**src/rtl/multicycle_controller.sv**
```systemverilog
// Multicycle RISC-V style control FSM: sequences fetch/decode/execute/writeback strobes and counts retired instructions.
// Optional feature: define JAL_EN to support the JAL opcode (otherwise it is treated as unsupported).
module multicycle_controller #(
    parameter int unsigned CNT_W           = 32,
    parameter int unsigned HOLD_ON_ILLEGAL = 1
) (
    input  logic             clk,
    input  logic             rst_n,
    input  logic [6:0]       op,
    input  logic             zero,
    input  logic             mem_ready,
    output logic             pc_write,
    output logic             adr_src,
    output logic             ir_write,
    output logic             mem_read,
    output logic             mem_write,
    output logic             reg_write,
    output logic             branch,
    output logic [1:0]       result_src,
    output logic [1:0]       alu_src_a,
    output logic [1:0]       alu_src_b,
    output logic [1:0]       alu_op,
    output logic [1:0]       imm_src,
    output logic             illegal,
    output logic [CNT_W-1:0] instret,
    output logic [3:0]       state
);

    typedef enum logic [3:0] {
        S_FETCH    = 4'd0,
        S_DECODE   = 4'd1,
        S_MEMADR   = 4'd2,
        S_MEMREAD  = 4'd3,
        S_MEMWB    = 4'd4,
        S_MEMWRITE = 4'd5,
        S_EXECUTER = 4'd6,
        S_ALUWB    = 4'd7,
        S_EXECUTEI = 4'd8,
        S_JAL      = 4'd9,
        S_BEQ      = 4'd10,
        S_TRAP     = 4'd11
    } state_t;

    localparam logic [6:0] OP_LW  = 7'b0000011;
    localparam logic [6:0] OP_SW  = 7'b0100011;
    localparam logic [6:0] OP_R   = 7'b0110011;
    localparam logic [6:0] OP_I   = 7'b0010011;
    localparam logic [6:0] OP_BEQ = 7'b1100011;
    localparam logic [6:0] OP_JAL = 7'b1101111;

    state_t           state_q, state_d;
    logic [CNT_W-1:0] instret_q, instret_d;

    logic is_lw, is_sw, is_r, is_i, is_beq, is_jal, supported;
    logic pc_update, retire;
    logic ir_write_c, mem_read_c, mem_write_c, reg_write_c, branch_c;

    assign is_lw  = (op == OP_LW);
    assign is_sw  = (op == OP_SW);
    assign is_r   = (op == OP_R);
    assign is_i   = (op == OP_I);
    assign is_beq = (op == OP_BEQ);
`ifdef JAL_EN
    assign is_jal = (op == OP_JAL);
`else
    assign is_jal = 1'b0;
`endif
    assign supported = is_lw | is_sw | is_r | is_i | is_beq | is_jal;

    always_comb begin
        imm_src = 2'b00;
        if (is_sw)       imm_src = 2'b01;
        else if (is_beq) imm_src = 2'b10;
        else if (is_jal) imm_src = 2'b11;
    end

    always_comb begin
        state_d     = state_q;
        pc_update   = 1'b0;
        retire      = 1'b0;
        adr_src     = 1'b0;
        ir_write_c  = 1'b0;
        mem_read_c  = 1'b0;
        mem_write_c = 1'b0;
        reg_write_c = 1'b0;
        branch_c    = 1'b0;
        result_src  = 2'b00;
        alu_src_a   = 2'b00;
        alu_src_b   = 2'b00;
        alu_op      = 2'b00;
        illegal     = 1'b0;
        case (state_q)
            S_FETCH: begin
                mem_read_c = 1'b1;
                alu_src_b  = 2'b10;
                result_src = 2'b10;
                // The instruction register and PC only advance on the cycle memory delivers.
                if (mem_ready) begin
                    ir_write_c = 1'b1;
                    pc_update  = 1'b1;
                    state_d    = S_DECODE;
                end
            end
            S_DECODE: begin
                alu_src_a = 2'b01;
                alu_src_b = 2'b01;
                illegal   = ~supported;
                if (is_lw || is_sw) state_d = S_MEMADR;
                else if (is_r)      state_d = S_EXECUTER;
                else if (is_i)      state_d = S_EXECUTEI;
                else if (is_jal)    state_d = S_JAL;
                else if (is_beq)    state_d = S_BEQ;
                else                state_d = (HOLD_ON_ILLEGAL != 0) ? S_TRAP : S_FETCH;
            end
            S_MEMADR: begin
                alu_src_a = 2'b10;
                alu_src_b = 2'b01;
                state_d   = is_sw ? S_MEMWRITE : S_MEMREAD;
            end
            S_MEMREAD: begin
                adr_src    = 1'b1;
                mem_read_c = 1'b1;
                if (mem_ready) state_d = S_MEMWB;
            end
            S_MEMWB: begin
                result_src  = 2'b01;
                reg_write_c = 1'b1;
                retire      = 1'b1;
                state_d     = S_FETCH;
            end
            S_MEMWRITE: begin
                adr_src     = 1'b1;
                mem_write_c = 1'b1;
                if (mem_ready) begin
                    retire  = 1'b1;
                    state_d = S_FETCH;
                end
            end
            S_EXECUTER: begin
                alu_src_a = 2'b10;
                alu_op    = 2'b10;
                state_d   = S_ALUWB;
            end
            S_EXECUTEI: begin
                alu_src_a = 2'b10;
                alu_src_b = 2'b01;
                alu_op    = 2'b10;
                state_d   = S_ALUWB;
            end
            S_ALUWB: begin
                reg_write_c = 1'b1;
                retire      = 1'b1;
                state_d     = S_FETCH;
            end
            S_JAL: begin
                alu_src_a = 2'b01;
                alu_src_b = 2'b10;
                pc_update = 1'b1;
                state_d   = S_ALUWB;
            end
            S_BEQ: begin
                alu_src_a = 2'b10;
                alu_op    = 2'b01;
                branch_c  = 1'b1;
                retire    = 1'b1;
                state_d   = S_FETCH;
            end
            S_TRAP: begin
                illegal = 1'b1;
            end
            default: state_d = S_FETCH;
        endcase
    end

    assign instret_d = retire ? instret_q + CNT_W'(1) : instret_q;

    always_ff @(posedge clk or negedge rst_n) begin
        if (!rst_n) begin
            state_q   <= S_FETCH;
            instret_q <= '0;
        end else begin
            state_q   <= state_d;
            instret_q <= instret_d;
        end
    end

    // Reset parks the FSM in FETCH, whose strobes must still be silenced while rst_n is low.
    assign pc_write  = rst_n & (pc_update | (branch_c & zero));
    assign ir_write  = rst_n & ir_write_c;
    assign mem_read  = rst_n & mem_read_c;
    assign mem_write = rst_n & mem_write_c;
    assign reg_write = rst_n & reg_write_c;
    assign branch    = rst_n & branch_c;
    assign instret   = instret_q;
    assign state     = state_q;

endmodule

```
**config.mk**
```make
export PLATFORM = sky130hd
export DESIGN_NAME = multicycle_controller
export DESIGN_NICKNAME = d
export VERILOG_FILES = /design/src/rtl/multicycle_controller.sv
export SDC_FILE = /design/constraint.sdc
export NUM_CORES = 1
export LEC_CHECK = 0
export ABC_AREA = 1
export CAP_MARGIN = 20
export CORE_ASPECT_RATIO = 0.6
export CORE_MARGIN = 8
export CORE_UTILIZATION = 49
export CTS_BUF_LIST = sky130_fd_sc_hd__clkbuf_16
export DETAILED_ROUTE_END_ITERATION = 10
export PLACE_DENSITY_LB_ADDON = 0.25
export SYNTH_ARGS = -nofsm -noshare
export SYNTH_HDL_FRONTEND = slang
export SYNTH_SLANG_ARGS = --single-unit
```
**constraint.sdc**
```tcl
create_clock -name clk -period 2 [get_ports clk]
set_input_delay 0.6 -clock clk [delete_from_list [all_inputs] [get_ports clk]]
set_output_delay 0.6 -clock clk [all_outputs]
set_load 0.02 [all_outputs]
```
# ---- Word level (Yosys, flattened, before mapping)
# Index checks and enable logic that the tools add are counted.
dict set report word_totals {
  register_bits 36
  output_inout_bits 54
}
dict set report classes {
  n_addsub 1
  n_eq_ne 19
  muxes 25
  n_bitwise 14
  reduce_logical 13
}
# op n
set ops {}
lappend ops {{$add A32 B1 Y32 const B} 1}
lappend ops {{$pmux W4 S7} 1}
lappend ops {{$mux W4} 5}
lappend ops {{$eq A4 B3 Y1 const B} 4}
lappend ops {{$eq A4 B4 Y1 const B} 4}
lappend ops {{$pmux W2 S2} 4}
lappend ops {{$eq A7 B6 Y1 const B} 2}
lappend ops {{$reduce_or A2 Y1} 6}
lappend ops {{$reduce_or A3 Y1} 3}
lappend ops {{$eq A4 B2 Y1 const B} 2}
lappend ops {{$mux W1} 8}
lappend ops {{$and A1 B1 Y1} 7}
lappend ops {{$eq A7 B2 Y1 const B} 1}
lappend ops {{$eq A7 B5 Y1 const B} 1}
lappend ops {{$eq A7 B7 Y1 const B} 1}
lappend ops {{$mux W2} 3}
lappend ops {{$ne A2 B2 Y1 const B} 3}
lappend ops {{$pmux W1 S2} 3}
lappend ops {{$or A1 B1 Y1} 5}
lappend ops {{$eq A4 B1 Y1 const B} 1}
lappend ops {{$logic_not A4 Y1} 1}
lappend ops {{$reduce_and A4 Y1} 1}
lappend ops {{$reduce_or A4 Y1} 1}
lappend ops {{$mux W3} 1}
lappend ops {{2 further kinds} 3}

# ---- Depth between registers and ports, before layout
dict set report logic_depth {
  depth_word 7
  mapped_depth 10
  mapped_depth_nobuf 10
}

# ---- Least setup slack after synthesis
# No wires, ideal clock.
dict set report synth_timing {
  kind {register -> output}
  start {reg state_q[2], in the netlist state[2]}
  end {out pc_write}
  arrival_time_ns 1.525
  t_required_ns 1.400
  slack_ns -0.125
  path_stages_with_launch 6
  path_buffers 0
  path_cell_list {dfrtp_1 > nor2_1 > nand2_1 > inv_1 > nand2_1 > a31oi_1}
}
dict set report synth_between {
  elab_chain_cells 5
  elab_cells_between_ends 8
  cone_classes {eq/ne: 2; mux: 2; bitwise: 3; reduce/logical: 1}
}
# element line
set synth_lines {}
lappend synth_lines {{from (decl)} 51} ;# state_t state_q, state_d;
lappend synth_lines {{from (signal assigned)} 182} ;# state_q <= state_d;
lappend synth_lines {{$eq A4 B4 Y1} 92} ;# case (state_q)
lappend synth_lines {{$mux W1} 92}
lappend synth_lines {{$and A1 B1 Y1} 188} ;# assign pc_write = rst_n & (pc_update | (branch_c & zero));
lappend synth_lines {{$or A1 B1 Y1 (*)} 188}
lappend synth_lines {{$and A1 B1 Y1 (*)} 188}
lappend synth_lines {{to (decl)} 12} ;# output logic pc_write,
# Mark *: on every way between the ends. The rest lies on a longest branch, timed or not.

# ---- Worst setup path in the final report
dict set report layout_timing {
  start {reg state_q[3], in the netlist state[3]}
  end {out pc_write}
}
# Same word-level chain as after synthesis.

==> run metrics <==
outcome finished, violations left; violated checks negative setup slack; initial antenna violation count 0; final worst setup slack -54.8 ps; DR vias 2,963; WP data required 1400 ps; Design Area, Final between 3000 and 4000 um2; post-synthesis net count 419; vias in the first global route approximately 2,800; unrepaired setup endpoints after global routing true; Avg WL per Cell roughly 14 um; GRT Overall Usage 21.5%; Yosys warning count 0; post-DP HPWL 6300 um; RePlAce Congestion 0.921; share of post-route cells with drive strength above 1 around a quarter; CP Launch Type register; Site Rows 20; mapped cell area 2540 um2; largest net degree at the start of global routing 37; max-cap viol count 0; Reg clk slew, reported paths 60 ps; Yosys cell types 24; grt total ovfl 0; Final Non-Filler Cells 595; Worst Tran Pin Value between 400 and 500 ps; sequential area share after synthesis a little over a third; crit end category primary output; CTS sink cnt 36; Clock H-tree levels 2; DRC 0; first-pass GRT wire length 13,500 um; post-DR vias/cell 4.98; data arrival time of the worst path 1450 ps; Syn Area/Cell roughly 6.2 um2; Initial DRC Count 200; Routed WL between 8000 and 9000 um; Pwr Total 1.68 mW; die height a little over 70 um; Fmax achieved 0.487 GHz; Max rail drop VDD 0.314 mV; DP Area 3540 um2; Mapped Cells 407; pre-CTS setup slack -735 ps; Lkg Pwr 1.97 nW; WS Path Type register to primary output; Ant. Diodes 0; die width around 110 um; crit-path max FO 3; PD cells 433 nW/um2; Final min period between 2000 and 2500 ps; min-delay worst type input port to async pin; Max Slew Vio Count 0; clk buf depth 2; final setup vio count 4; Layout Nets 540; synthesized flop and latch total 36; Ports 65; die area about 7800 um2; CTS Buf Count 5; Filler Cells Inserted 413; final cycle utilization of the critical path 103%; Inst Count DP 577; Initial Util 50.5%; input/output buffers 64; Final Skew between 3 and 4 ps; Final Hold Vio Count 0; Core Box Area 5030 um2; worst skew pair latency roughly 280 ps; Root Driver clkbuf_16; Layout area overhead 52.7%; Max-slew headroom 69.4%; drt pass-1 iters 5; clock tree from TritonCTS built; Routed Antenna Nets 0
metrics by stage:
step	TNS [ps]	utilization (%)	hold slack, ps
floorplan	-28.2	-	304
global placement	-4950	70.4	513
detailed placement	-4980	70.4	514
CTS	-212	73.8	396
global route	-642	77.1	421
finish	-135	77.1	367
flip-flops by register name, indices dropped and copies added (netlist names):
| register | cells |
|---|---|
| instret | 32 |
| state | 4 |
critical path, cell delays in order, from the launching register on:
cell	delay (ps)
dfrtp_1	430
buf_6	140
inv_2	40
nor2_4	100
nand2_2	80
inv_2	70
nand2_2	50
a31oi_2	110
buf_4	160
synthesized netlist by cell type:
master / count / area [um2]
xor2_1: 7 / 61.3
dfrtp_1: 36 / 901
nand3b_1: 1 / 7.51
buf_4: 2 / 15.0
a31oi_1: 1 / 6.26
o21ai_0: 5 / 25.0
ha_1: 1 / 12.5
buf_12: 2 / 40.0
nand3_1: 21 / 105
nor2_4: 1 / 11.3
a21oi_1: 1 / 5.00
nor2_1: 68 / 255
nand2_1: 186 / 698
nor2_2: 3 / 18.8
inv_2: 5 / 18.8
and3_1: 2 / 12.5
nand3_4: 1 / 17.5
xnor2_1: 8 / 70.1
nand4_1: 3 / 18.8
buf_6: 1 / 11.3
nand2_2: 9 / 56.3
nor4_1: 1 / 6.26
o211ai_1: 2 / 15.0
inv_1: 40 / 150
power breakdown:
| group | total [mW] | switching [mW] | internal [mW] | leakage, nW |
|---|---|---|---|---|
| Clock | 0.889 | 0.304 | 0.585 | 0.0798 |
| Combinational | 0.0609 | 0.0360 | 0.0249 | 1.42 |
| Sequential | 0.729 | 0 | 0.729 | 0.476 |
| Total | 1.68 | 0.340 | 1.34 | 1.97 |
cell type report:
cell class                      count  area [um2]  share of cell area (%)
Tap cell                           66        82.6                    2.13
Inverter                           45         174                    4.49
Multi-Input combinational cell    321        1520                    39.3
Timing Repair Buffer              119        1020                    26.4
Clock inverter                      3        42.5                    1.10
Sequential cell                    36         905                    23.3
Clock buffer                        5         125                    3.23
layout by cell type (no fill, tap or decap), types with 2 or more instances in the layout:
cell	count
and3_1	2
inv_4	2
nand3_1	21
inv_2	8
o211ai_1	2
inv_1	35
dfrtp_2	3
nand2_2	18
dlygate4sd2_1	9
buf_4	58
clkdlybuf4s50_1	26
clkbuf_16	5
nor2_2	6
buf_6	11
xnor2_1	8
buf_2	7
xor2_1	7
dfrtp_1	33
nor2_4	6
dlymetal6s2s_1	6
nand2_4	5
o21ai_0	4
nor2_1	60
nand4_1	3
nand2_1	172
per-layer routing:
layer / global-route usage (%) / vias to the layer above / wire length, um
met5: 0 / - / 0
met3: 5.28 / 14 / 786
li1: - / 1474 / -
met4: 4.37 / 0 / 100
met1: 30.9 / 1352 / 4040
met2: 31.7 / 123 / 3510
final timing paths:
check                                 from          to  slack (ps)  depth (start not counted)
worst min-delay path                 rst_n  instret[9]         370                          2
worst max register to register    state[3]    state[0]          60                         13
max in group asynchronous            rst_n    state[1]        1270                          2
min in group clk                instret[8]  instret[8]         540                          1
worst min register to register  instret[8]  instret[8]         540                          1
worst max-delay path              state[3]    pc_write         -50                          8
what timing repair did:
action                                 in CTS  in global routing
gates resized for setup                   120                 48
setup buffers                               5                  5
setup endpoints to repair                  23                 25
hold buffers                                0                  0
endpoints found under the hold margin       0                  0
pin swaps                                   6                  9
kinds of logic (layout without fill, tap and decap cells):
family | Yosys count | count (layout) | synth area share [%]
simple gates | 296 | 296 | 47.6
compound gates | 9 | 9 | 2.02
xor+xnor | 15 | 15 | 5.18
buf+inv | 50 | 172 | 9.27
fa+ha+maj | 1 | 1 | 0.493
flops | 36 | 36 | 35.5
No activity file was read; power rests on OpenSTA's default activity.
